File: config.mk
export PLATFORM = sky130hd
export DESIGN_NAME = pe_sched_ctrl_flat
export DESIGN_NICKNAME = d
export VERILOG_FILES = /design/src/rtl/pe_sched_if.sv /design/src/rtl/pe_sched_ctrl.sv /design/src/flat_wrapper.sv
export SDC_FILE = /design/constraint.sdc
export NUM_CORES = 1
export LEC_CHECK = 0
export BUFFER_PORTS_ARGS = -buffer_cell sky130_fd_sc_hd__buf_2
export CELL_PAD_IN_SITES_DETAIL_PLACEMENT = 1
export CELL_PAD_IN_SITES_GLOBAL_PLACEMENT = 2
export CORE_AREA = 2 2 95 97
export CTS_CLUSTER_DIAMETER = 50
export DETAILED_ROUTE_END_ITERATION = 10
export DIE_AREA = 0 0 97 99
export PLACE_DENSITY = 0.81
export SLEW_MARGIN = 20
export SYNTH_ARGS = -nofsm -noshare
export SYNTH_HDL_FRONTEND = slang
export SYNTH_SLANG_ARGS = --single-unit
File: constraint.sdc
create_clock -name clk -period 3.2 [get_ports clk]
set_clock_uncertainty 0.2 [all_clocks]
set_input_delay 0.16 -clock clk [delete_from_list [all_inputs] [get_ports clk]]
set_output_delay 0.16 -clock clk [all_outputs]
set_load 0.005 [all_outputs]
File: src/rtl/pe_sched_if.sv
// Start/config, buffer-read, PE-strobe and output-row signals of the
// convolution PE sequencing controller, bundled with host and controller views.
interface pe_sched_if #(
  parameter int ROW_W = 8,
  parameter int NC_W  = 9,
  parameter int K_W   = 4
);
  logic             start;
  logic [NC_W-1:0]  cfg_nc;
  logic [ROW_W-1:0] cfg_rows;
  logic [K_W-1:0]   cfg_ksize;
  logic             busy;
  logic             done;
  logic             fm_rd_en;
  logic [ROW_W-1:0] fm_rd_row;
  logic             kr_rd_en;
  logic [K_W-1:0]   kr_rd_row;
  logic [NC_W-1:0]  pe_nc;
  logic             pe_load;
  logic             pe_clear;
  logic             ofm_valid;
  logic [ROW_W-1:0] ofm_row;
  logic             ofm_ready;

  // Host / environment side: issues jobs and consumes rows.
  modport master (
    output start, cfg_nc, cfg_rows, cfg_ksize, ofm_ready,
    input  busy, done, fm_rd_en, fm_rd_row, kr_rd_en, kr_rd_row,
           pe_nc, pe_load, pe_clear, ofm_valid, ofm_row
  );

  // Controller side.
  modport slave (
    input  start, cfg_nc, cfg_rows, cfg_ksize, ofm_ready,
    output busy, done, fm_rd_en, fm_rd_row, kr_rd_en, kr_rd_row,
           pe_nc, pe_load, pe_clear, ofm_valid, ofm_row
  );
endinterface

File: src/rtl/pe_sched_ctrl.sv
// Sequencing controller for the convolution PE: per output row it reads
// ksize fmap/kernel row pairs, loads them into the PE, waits out the PE
// latency, then hands the finished row downstream via valid/ready.
module pe_sched_ctrl #(
  parameter int ROW_W  = 8,
  parameter int NC_W   = 9,
  parameter int K_W    = 4,
  parameter int PE_LAT = 2
) (
  input logic       clk,
  input logic       rst,
  pe_sched_if.slave bus
);
  localparam int CNT_W = 4;

  typedef enum logic [2:0] {
    S_IDLE, S_RD, S_LD, S_WAIT, S_OUT, S_DONE
  } state_t;

  state_t           state;
  state_t           state_nxt;
  logic [ROW_W-1:0] r;
  logic [ROW_W-1:0] rows_q;
  logic [K_W-1:0]   kr;
  logic [K_W-1:0]   ksize_q;
  logic [NC_W-1:0]  nc_q;
  logic [CNT_W-1:0] cnt;
  logic             degen;
  logic             kr_last;
  logic             r_last;
  logic             wait_last;

  // Any zero-sized dimension means there is no work: finish immediately.
  assign degen     = (bus.cfg_rows == '0) || (bus.cfg_ksize == '0) || (bus.cfg_nc == '0);
  assign kr_last   = (kr == ksize_q - K_W'(1));
  assign r_last    = (r == rows_q - ROW_W'(1));
  assign wait_last = (cnt == CNT_W'(1));

  // State register.
  always_ff @(posedge clk or posedge rst) begin
    if (rst) state <= S_IDLE;
    else     state <= state_nxt;
  end

  // Next-state logic.
  always_comb begin
    state_nxt = state;
    case (state)
      S_IDLE: if (bus.start) state_nxt = degen ? S_DONE : S_RD;
      S_RD:   state_nxt = S_LD;
      S_LD:   state_nxt = S_WAIT;
      S_WAIT: if (wait_last) state_nxt = kr_last ? S_OUT : S_RD;
      S_OUT:  if (bus.ofm_ready) state_nxt = r_last ? S_DONE : S_RD;
      S_DONE: state_nxt = S_IDLE;
      default: state_nxt = S_IDLE;
    endcase
  end

  // Job config latch, row/kernel-row counters and PE latency counter.
  always_ff @(posedge clk or posedge rst) begin
    if (rst) begin
      r       <= '0;
      kr      <= '0;
      cnt     <= '0;
      rows_q  <= '0;
      ksize_q <= '0;
      nc_q    <= '0;
    end else begin
      case (state)
        S_IDLE: begin
          if (bus.start) begin
            rows_q  <= bus.cfg_rows;
            ksize_q <= bus.cfg_ksize;
            nc_q    <= bus.cfg_nc;
            r       <= '0;
            kr      <= '0;
          end
        end
        S_LD: cnt <= CNT_W'(PE_LAT);
        S_WAIT: begin
          cnt <= cnt - CNT_W'(1);
          if (wait_last && !kr_last) kr <= kr + K_W'(1);
        end
        S_OUT: begin
          if (bus.ofm_ready) begin
            kr <= '0;
            if (!r_last) r <= r + ROW_W'(1);
          end
        end
        default: ;
      endcase
    end
  end

  // Moore outputs decoded from the state; addresses are zero outside their strobe.
  always_comb begin
    bus.busy      = (state != S_IDLE);
    bus.done      = (state == S_DONE);
    bus.fm_rd_en  = (state == S_RD);
    bus.kr_rd_en  = (state == S_RD);
    bus.fm_rd_row = (state == S_RD) ? (r + ROW_W'(kr)) : '0;
    bus.kr_rd_row = (state == S_RD) ? kr : '0;
    bus.pe_nc     = nc_q;
    bus.pe_load   = (state == S_LD);
    bus.pe_clear  = (state == S_LD) && (kr == '0);
    bus.ofm_valid = (state == S_OUT);
    bus.ofm_row   = (state == S_OUT) ? r : '0;
  end
endmodule

File: src/flat_wrapper.sv
// flat-port wrapper written by rule: the top's interface ports become plain ports
module pe_sched_ctrl_flat 
#(
  parameter int ROW_W  = 8,
  parameter int NC_W   = 9,
  parameter int K_W    = 4,
  parameter int PE_LAT = 2
)
  (clk, rst, bus_start, bus_cfg_nc, bus_cfg_rows, bus_cfg_ksize, bus_ofm_ready, bus_busy, bus_done, bus_fm_rd_en, bus_fm_rd_row, bus_kr_rd_en, bus_kr_rd_row, bus_pe_nc, bus_pe_load, bus_pe_clear, bus_ofm_valid, bus_ofm_row);
  pe_sched_if #(.ROW_W(ROW_W), .NC_W(NC_W), .K_W(K_W)) bus_i ();
  input logic clk;
  input logic rst;
  input wire logic [$bits(bus_i.start)-1:0] bus_start;
  input wire logic [$bits(bus_i.cfg_nc)-1:0] bus_cfg_nc;
  input wire logic [$bits(bus_i.cfg_rows)-1:0] bus_cfg_rows;
  input wire logic [$bits(bus_i.cfg_ksize)-1:0] bus_cfg_ksize;
  input wire logic [$bits(bus_i.ofm_ready)-1:0] bus_ofm_ready;
  output wire logic [$bits(bus_i.busy)-1:0] bus_busy;
  output wire logic [$bits(bus_i.done)-1:0] bus_done;
  output wire logic [$bits(bus_i.fm_rd_en)-1:0] bus_fm_rd_en;
  output wire logic [$bits(bus_i.fm_rd_row)-1:0] bus_fm_rd_row;
  output wire logic [$bits(bus_i.kr_rd_en)-1:0] bus_kr_rd_en;
  output wire logic [$bits(bus_i.kr_rd_row)-1:0] bus_kr_rd_row;
  output wire logic [$bits(bus_i.pe_nc)-1:0] bus_pe_nc;
  output wire logic [$bits(bus_i.pe_load)-1:0] bus_pe_load;
  output wire logic [$bits(bus_i.pe_clear)-1:0] bus_pe_clear;
  output wire logic [$bits(bus_i.ofm_valid)-1:0] bus_ofm_valid;
  output wire logic [$bits(bus_i.ofm_row)-1:0] bus_ofm_row;
  assign bus_i.start = bus_start;
  assign bus_i.cfg_nc = bus_cfg_nc;
  assign bus_i.cfg_rows = bus_cfg_rows;
  assign bus_i.cfg_ksize = bus_cfg_ksize;
  assign bus_i.ofm_ready = bus_ofm_ready;
  assign bus_busy = bus_i.busy;
  assign bus_done = bus_i.done;
  assign bus_fm_rd_en = bus_i.fm_rd_en;
  assign bus_fm_rd_row = bus_i.fm_rd_row;
  assign bus_kr_rd_en = bus_i.kr_rd_en;
  assign bus_kr_rd_row = bus_i.kr_rd_row;
  assign bus_pe_nc = bus_i.pe_nc;
  assign bus_pe_load = bus_i.pe_load;
  assign bus_pe_clear = bus_i.pe_clear;
  assign bus_ofm_valid = bus_i.ofm_valid;
  assign bus_ofm_row = bus_i.ofm_row;
  pe_sched_ctrl #(.ROW_W(ROW_W), .NC_W(NC_W), .K_W(K_W), .PE_LAT(PE_LAT)) u_core (.clk(clk), .rst(rst), .bus(bus_i));
endmodule
==> flow_summary.toml, run 1 <==
[status]
status = "finished clean"

[yosys]
synth_cell_type_count = 43
synth-seq-area-share_pct = 38.8
synth-simple-area-share_pct = 31.6
synth_edf_count = 0
synth_mux_area_share_pct = 2.86
yosysTopAreaCell = "dfrtp_1"
synth_nets = 349
syn_area_per_cell_sq_um = 8.26
synth_top_family_by_area = "simple AND/OR/NAND/NOR gates"
synth-main-ff-cell = "dfrtp_1"
synth-adder-area-share_pct = 6.12
yosysTopAreaCellShare_pct = 38.8
synth-compound-area-share_pct = 8.83
synth-xor-area-share_pct = 7.14
ys_warn_count = 0
ys_ff_latch = 40
synth_cells = 312
ys_async_sr_fraction_pct = 100
ys_top_cells_by_area = "dfrtp_1, nand2_1, xnor2_1, ha_1, nor2_1"
syn_area_sq_um = 2580

[clock_tree]
tritoncts = "yes"
clock_sinks = 40
cts_root_buffer = "clkbuf_8"
post_cts_buffers = 0
cts_buffers = 5
clkLatencyLatePin_ns = 0.30
path_clk_slew_ns = 0.09
htree_levels = 2
cts.path.max_buffers = 2

[worst_setup_path]
required_ns = 2.84
worstSetupStartpointType = "flop"
crit_type = "reg2out"
cp.arrival_ns = 2.38
worstSetupEndpointType = "primary output"
crit_fanout = 7

[cells_and_area]
drive_gt1_share_pct = 20.1
nNetsFinal = 430
area_delta_synth_final_pct = 29.2
final_cell_mix = "nand2_1, buf_2, dfrtp_1, nor2_1, dlygate4sd3_1"
mostFrequentLayoutCell = "nand2_1"
n_antenna_cell = 0
stdcell_count = 502
num-fill-cells = 1047

[power]
max-vdd-ir-drop_mv = 0.260
p_leak_nw = 1.70
p_total_w = 0.00241
p_per_area_nw_per_um2 = 723

[global_routing]
grt-ovfl-total = 0
grt_pass1_vias = 2534
grt_pass1_wl_um = 12700
grt_max_degree = 41
grt_usage_pct = 16.2
antenna_found_initial = 0

[floorplan]
rows = 34
coreArea_sq_um = 8550
start_util_pct = 30.1
dieWidth_um = 97
die_area_sq_um = 9600
io_pins = 61
die_h_um = 99

[routing]
num_vias = 2461
drc = 0
routed_wl_um = 7650
ant_nets = 0
first_pass_iters = 4
viasPerCell = 4.90
drt_iter0_drc = 56
wl_per_cell_um = 15.2

[placed_design]
finalWeightedCongestion = 0.743
dpl_worst_slack_ns = 0.671
place_inst = 471
hpwlAfterDp_um = 5570
port-buffer-count = 60

[sta]
setup_ws_ns = 0.457
rsz0062_at_grt = "no"
tns_ns = 0
period_minus_slack_ns = 2.74
drv_slew = 0
period_share_pct = 85.7
relSlewSlack_pct = 48.0
clock.fmax_ghz = 0.365
hold_viol_final = 0
setup_violations = 0
worstMarginPinSlew_ns = 0.778

[min_path]
hold_path.class = "in2reg"

[job]
maxCapViolCount = 0
[power breakdown]
part,switching [W],internal [W]
Sequential,0.000256,0.000687
Combinational,0.000518,0.000501
Clock,0.000210,0.000235
Total,0.000984,0.00142
[metal layers]
metal | share of wire (%) | global-route usage, % | vias up
met3 | 3.5 | 3.05 | 7
met4 | 0.72 | 2.71 | 0
met2 | 49 | 29.4 | 51
met1 | 46 | 20.4 | 1187
met5 | 0 | 0 | -
li1 | - | - | 1216
[sequential cells by signal, indices dropped and copies added (netlist names)]
signal,count
u_core.kr,4
u_core.rows_q,8
u_core.state,3
u_core.r,8
u_core.ksize_q,4
u_core.bus.pe_nc,9
u_core.cnt,4
[critical path: stages (launching register included)]
cell	delay (ns)
dfrtp_1	0.50
ha_1	0.27
fa_1	0.40
a21o_1	0.19
a21oi_1	0.26
o21ai_0	0.12
a21oi_1	0.19
buf_2	0.15
[worst paths after layout]
check | slack, ns | end | cells past startpoint | startpoint
max in group asynchronous | 2.09 | u_core.state[2] | 4 | rst
max | 0.46 | bus_fm_rd_row[6] | 7 | u_core.r[0]
min | 0.15 | u_core.state[0] | 5 | bus_start
min reg2reg | 0.28 | u_core.bus.pe_nc[3] | 2 | u_core.bus.pe_nc[3]
min in group asynchronous | 0.32 | u_core.bus.pe_nc[2] | 4 | rst
max reg2reg | 0.66 | u_core.r[0] | 8 | u_core.rows_q[0]
[area by class of cell]
type | count | area, sq um | area share (%)
timing repair buffer | 88 | 568 | 17.1
clock buffer | 5 | 68.8 | 2.07
clock inverter | 3 | 46.3 | 1.39
tap | 108 | 135 | 4.06
multi-input combinational | 244 | 1460 | 43.8
sequential | 40 | 1000 | 30.1
inverter | 14 | 52.6 | 1.58
[stage by stage]
step	util (%)	hold WS (ns)	instance area [sq um]
6_report	38.9	0.148	3330
5_1_grt	38.9	0.179	3330
4_1_cts	38.9	0.153	3330
3_5_place_dp	34.9	0.139	2980
3_3_place_gp	34.9	0.124	2980
2_1_floorplan	-	0.0654	2580
[logic make-up after synthesis]
family          count (synthesis)
simple gates                  164
buf+inv                        28
fa+ha+maj                      12
flops                          40
mux                             7
compound gates                 40
xor+xnor                       21
[Yosys cell counts, drive strengths merged, types with 2 or more instances]
library cell / instances
or4: 2
or3: 3
xor2: 5
nand3: 7
a31oi: 3
nand2: 70
nand4: 5
nor2: 23
o22ai: 2
nand2b: 3
ha: 11
a21o: 2
inv: 14
clkbuf: 11
nor3: 11
buf: 3
xnor2: 16
nor4b: 2
o21a: 3
a21oi: 12
o21ai: 15
and3b: 3
dfrtp: 40
and3: 11
nor4: 7
mux2i: 4
nor2b: 5
and2: 7
mux2: 3
[what timing repair did]
action	CTS	global route
gates resized for setup	0	0
hold buffers	23	0
hold endpoints to repair	62	0
No activity file was read; power rests on OpenSTA's default activity.
==> inputs of run 2 (changes only) <==
==> constraint.sdc (replaced) <==
create_clock -name clk -period 3.1 [get_ports clk]
set_clock_uncertainty 0.2 [all_clocks]
set_input_delay 0.155 -clock clk [delete_from_list [all_inputs] [get_ports clk]]
set_output_delay 0.155 -clock clk [all_outputs]
set_load 0.005 [all_outputs]
==> run 2 against run 1 <==
Against the previous run:
- sequential share of layout area down 0.24 points
- critical path type unchanged
- wire length up 0.12%
- setup slack worse by 0.014 ns
- count of clock-buffer cells in the layout up 2
- first-iteration DRC count down 5.4%
- final cell count up 0.40%
- sequential power up 2.3%
- global-route usage up 0.51 points
- total power up 4.1%
- critical path depth unchanged
- via count up 0.12%
- non-clock buffer count up 2
==> flow_summary.toml, run 2 (same netlist as run 1, synthesis figures left out) <==
[clock_tree]
cts_buffers = 5
tritoncts = "yes"
cts.path.max_buffers = 2
clkLatencyLatePin_ns = 0.30
htree_levels = 2
cts_hold_buffers = 23
clock_sinks = 40
cts_root_buffer = "clkbuf_8"
path_clk_slew_ns = 0.08
post_cts_buffers = 0
cts_resized = 0

[floorplan]
coreArea_sq_um = 8550
start_util_pct = 30.1
dieWidth_um = 97
die_h_um = 99
io_pins = 61
rows = 34
die_area_sq_um = 9600

[global_routing]
grt_usage_pct = 16.7
antenna_found_initial = 0
grt_pass1_vias = 2586
grt_max_degree = 24
grt-ovfl-total = 0
grt_pass1_wl_um = 13000

[worst_setup_path]
r2r_end = "u_core.r[0]"
required_ns = 2.74
worstSetupStartpointType = "flop"
r2r_slack_ns = 0.57
crit_start = "u_core.r[0]"
r2r_start = "u_core.rows_q[0]"
cp.arrival_ns = 2.30
r2r_cells = 8
crit_type = "reg2out"
crit_fanout = 7
worstSetupEndpointType = "primary output"

[sta]
relSlewSlack_pct = 44.9
tns_ns = 0
whs_ns = 0.134
setup_ws_ns = 0.443
drv_slew = 0
rsz0062_at_grt = "no"
hold_viol_final = 0
worstMarginPinSlew_ns = 0.825
period_share_pct = 85.7
period_minus_slack_ns = 2.66
clock.fmax_ghz = 0.376
setup_violations = 0

[cells_and_area]
final_cell_mix = "nand2_1, buf_2, dfrtp_1, nor2_1, dlygate4sd3_1"
final_core_util_pct = 39.2
drive_gt1_share_pct = 20.5
mostFrequentLayoutCell = "nand2_1"
nNetsFinal = 432
largest_reg_flops = 9
area_delta_synth_final_pct = 30.2
n_antenna_cell = 0

[routing]
drt_iter0_drc = 53
wl_per_cell_um = 15.2
ant_nets = 0
viasPerCell = 4.89
drc = 0
routed_wl_um = 7660
first_pass_iters = 4
num_vias = 2464

[job]
maxCapViolCount = 0

[power]
p_per_area_nw_per_um2 = 747
p_leak_nw = 1.72
max-vdd-ir-drop_mv = 0.292

[min_path]
hp-start = "bus_start"
hold_path.class = "in2reg"
min_to = "u_core.state[0]"
min_path_cells = 5

[placed_design]
finalWeightedCongestion = 0.766
dpl_worst_slack_ns = 0.586
hpwlAfterDp_um = 5640
port-buffer-count = 60

[status]
status = "finished clean"
run 2: power breakdown:
| part | switching, W | leakage [nW] | internal (W) | total [W] |
|---|---|---|---|---|
| sequential | 0.000255 | 0.504 | 0.000709 | 0.000964 |
| combinational | 0.000534 | 1.15 | 0.000520 | 0.00105 |
| clock | 0.000204 | 0.0645 | 0.000285 | 0.000489 |
| total | 0.000993 | 1.72 | 0.00151 | 0.00251 |
run 2: worst max-delay path: stages, from the launching register on:
cell	delay [ns]
dfrtp_1	0.50
ha_1	0.26
fa_1	0.40
a21o_1	0.19
a21oi_1	0.24
o21ai_0	0.11
a21oi_1	0.16
buf_2	0.13
run 2: per-stage QoR:
stage | power, W | instances | cell area [sq um]
2_1_floorplan | 0.00168 | 312 | 2580
3_3_place_gp | 0.00198 | 473 | 3000
3_5_place_dp | 0.00202 | 473 | 3000
4_1_cts | 0.00255 | 504 | 3360
5_1_grt | 0.00275 | 504 | 3360
6_report | 0.00251 | 504 | 3360
run 2: cell type report:
cell class	instances	area, sq um
clock buffers	7	96.3
inverters	14	52.6
clock inverters	1	30.0
repair buffers	90	583
flip-flops and latches	40	1000
multi-input cells	244	1460
well taps	108	135
fillers	1038	5190
run 2: worst max path at each step:
stage                       end  slack, ns  depth (start not counted)
6_report       bus_fm_rd_row[6]       0.44                          7
3_5_place_dp        u_core.r[0]       0.59                          8
3_3_place_gp        u_core.r[0]       0.69                          8
5_1_grt        bus_fm_rd_row[6]       0.26                          7
4_1_cts        bus_fm_rd_row[6]       0.39                          7
2_1_floorplan       u_core.r[0]       0.80                          8
run 2: metal layers:
| layer | share of wire, % | GRT usage (%) |
|---|---|---|
| met5 | 0 | 0 |
| met4 | 1.7 | 5.20 |
| met3 | 3.0 | 1.99 |
| met2 | 49 | 29.2 |
| met1 | 46 | 21.8 |
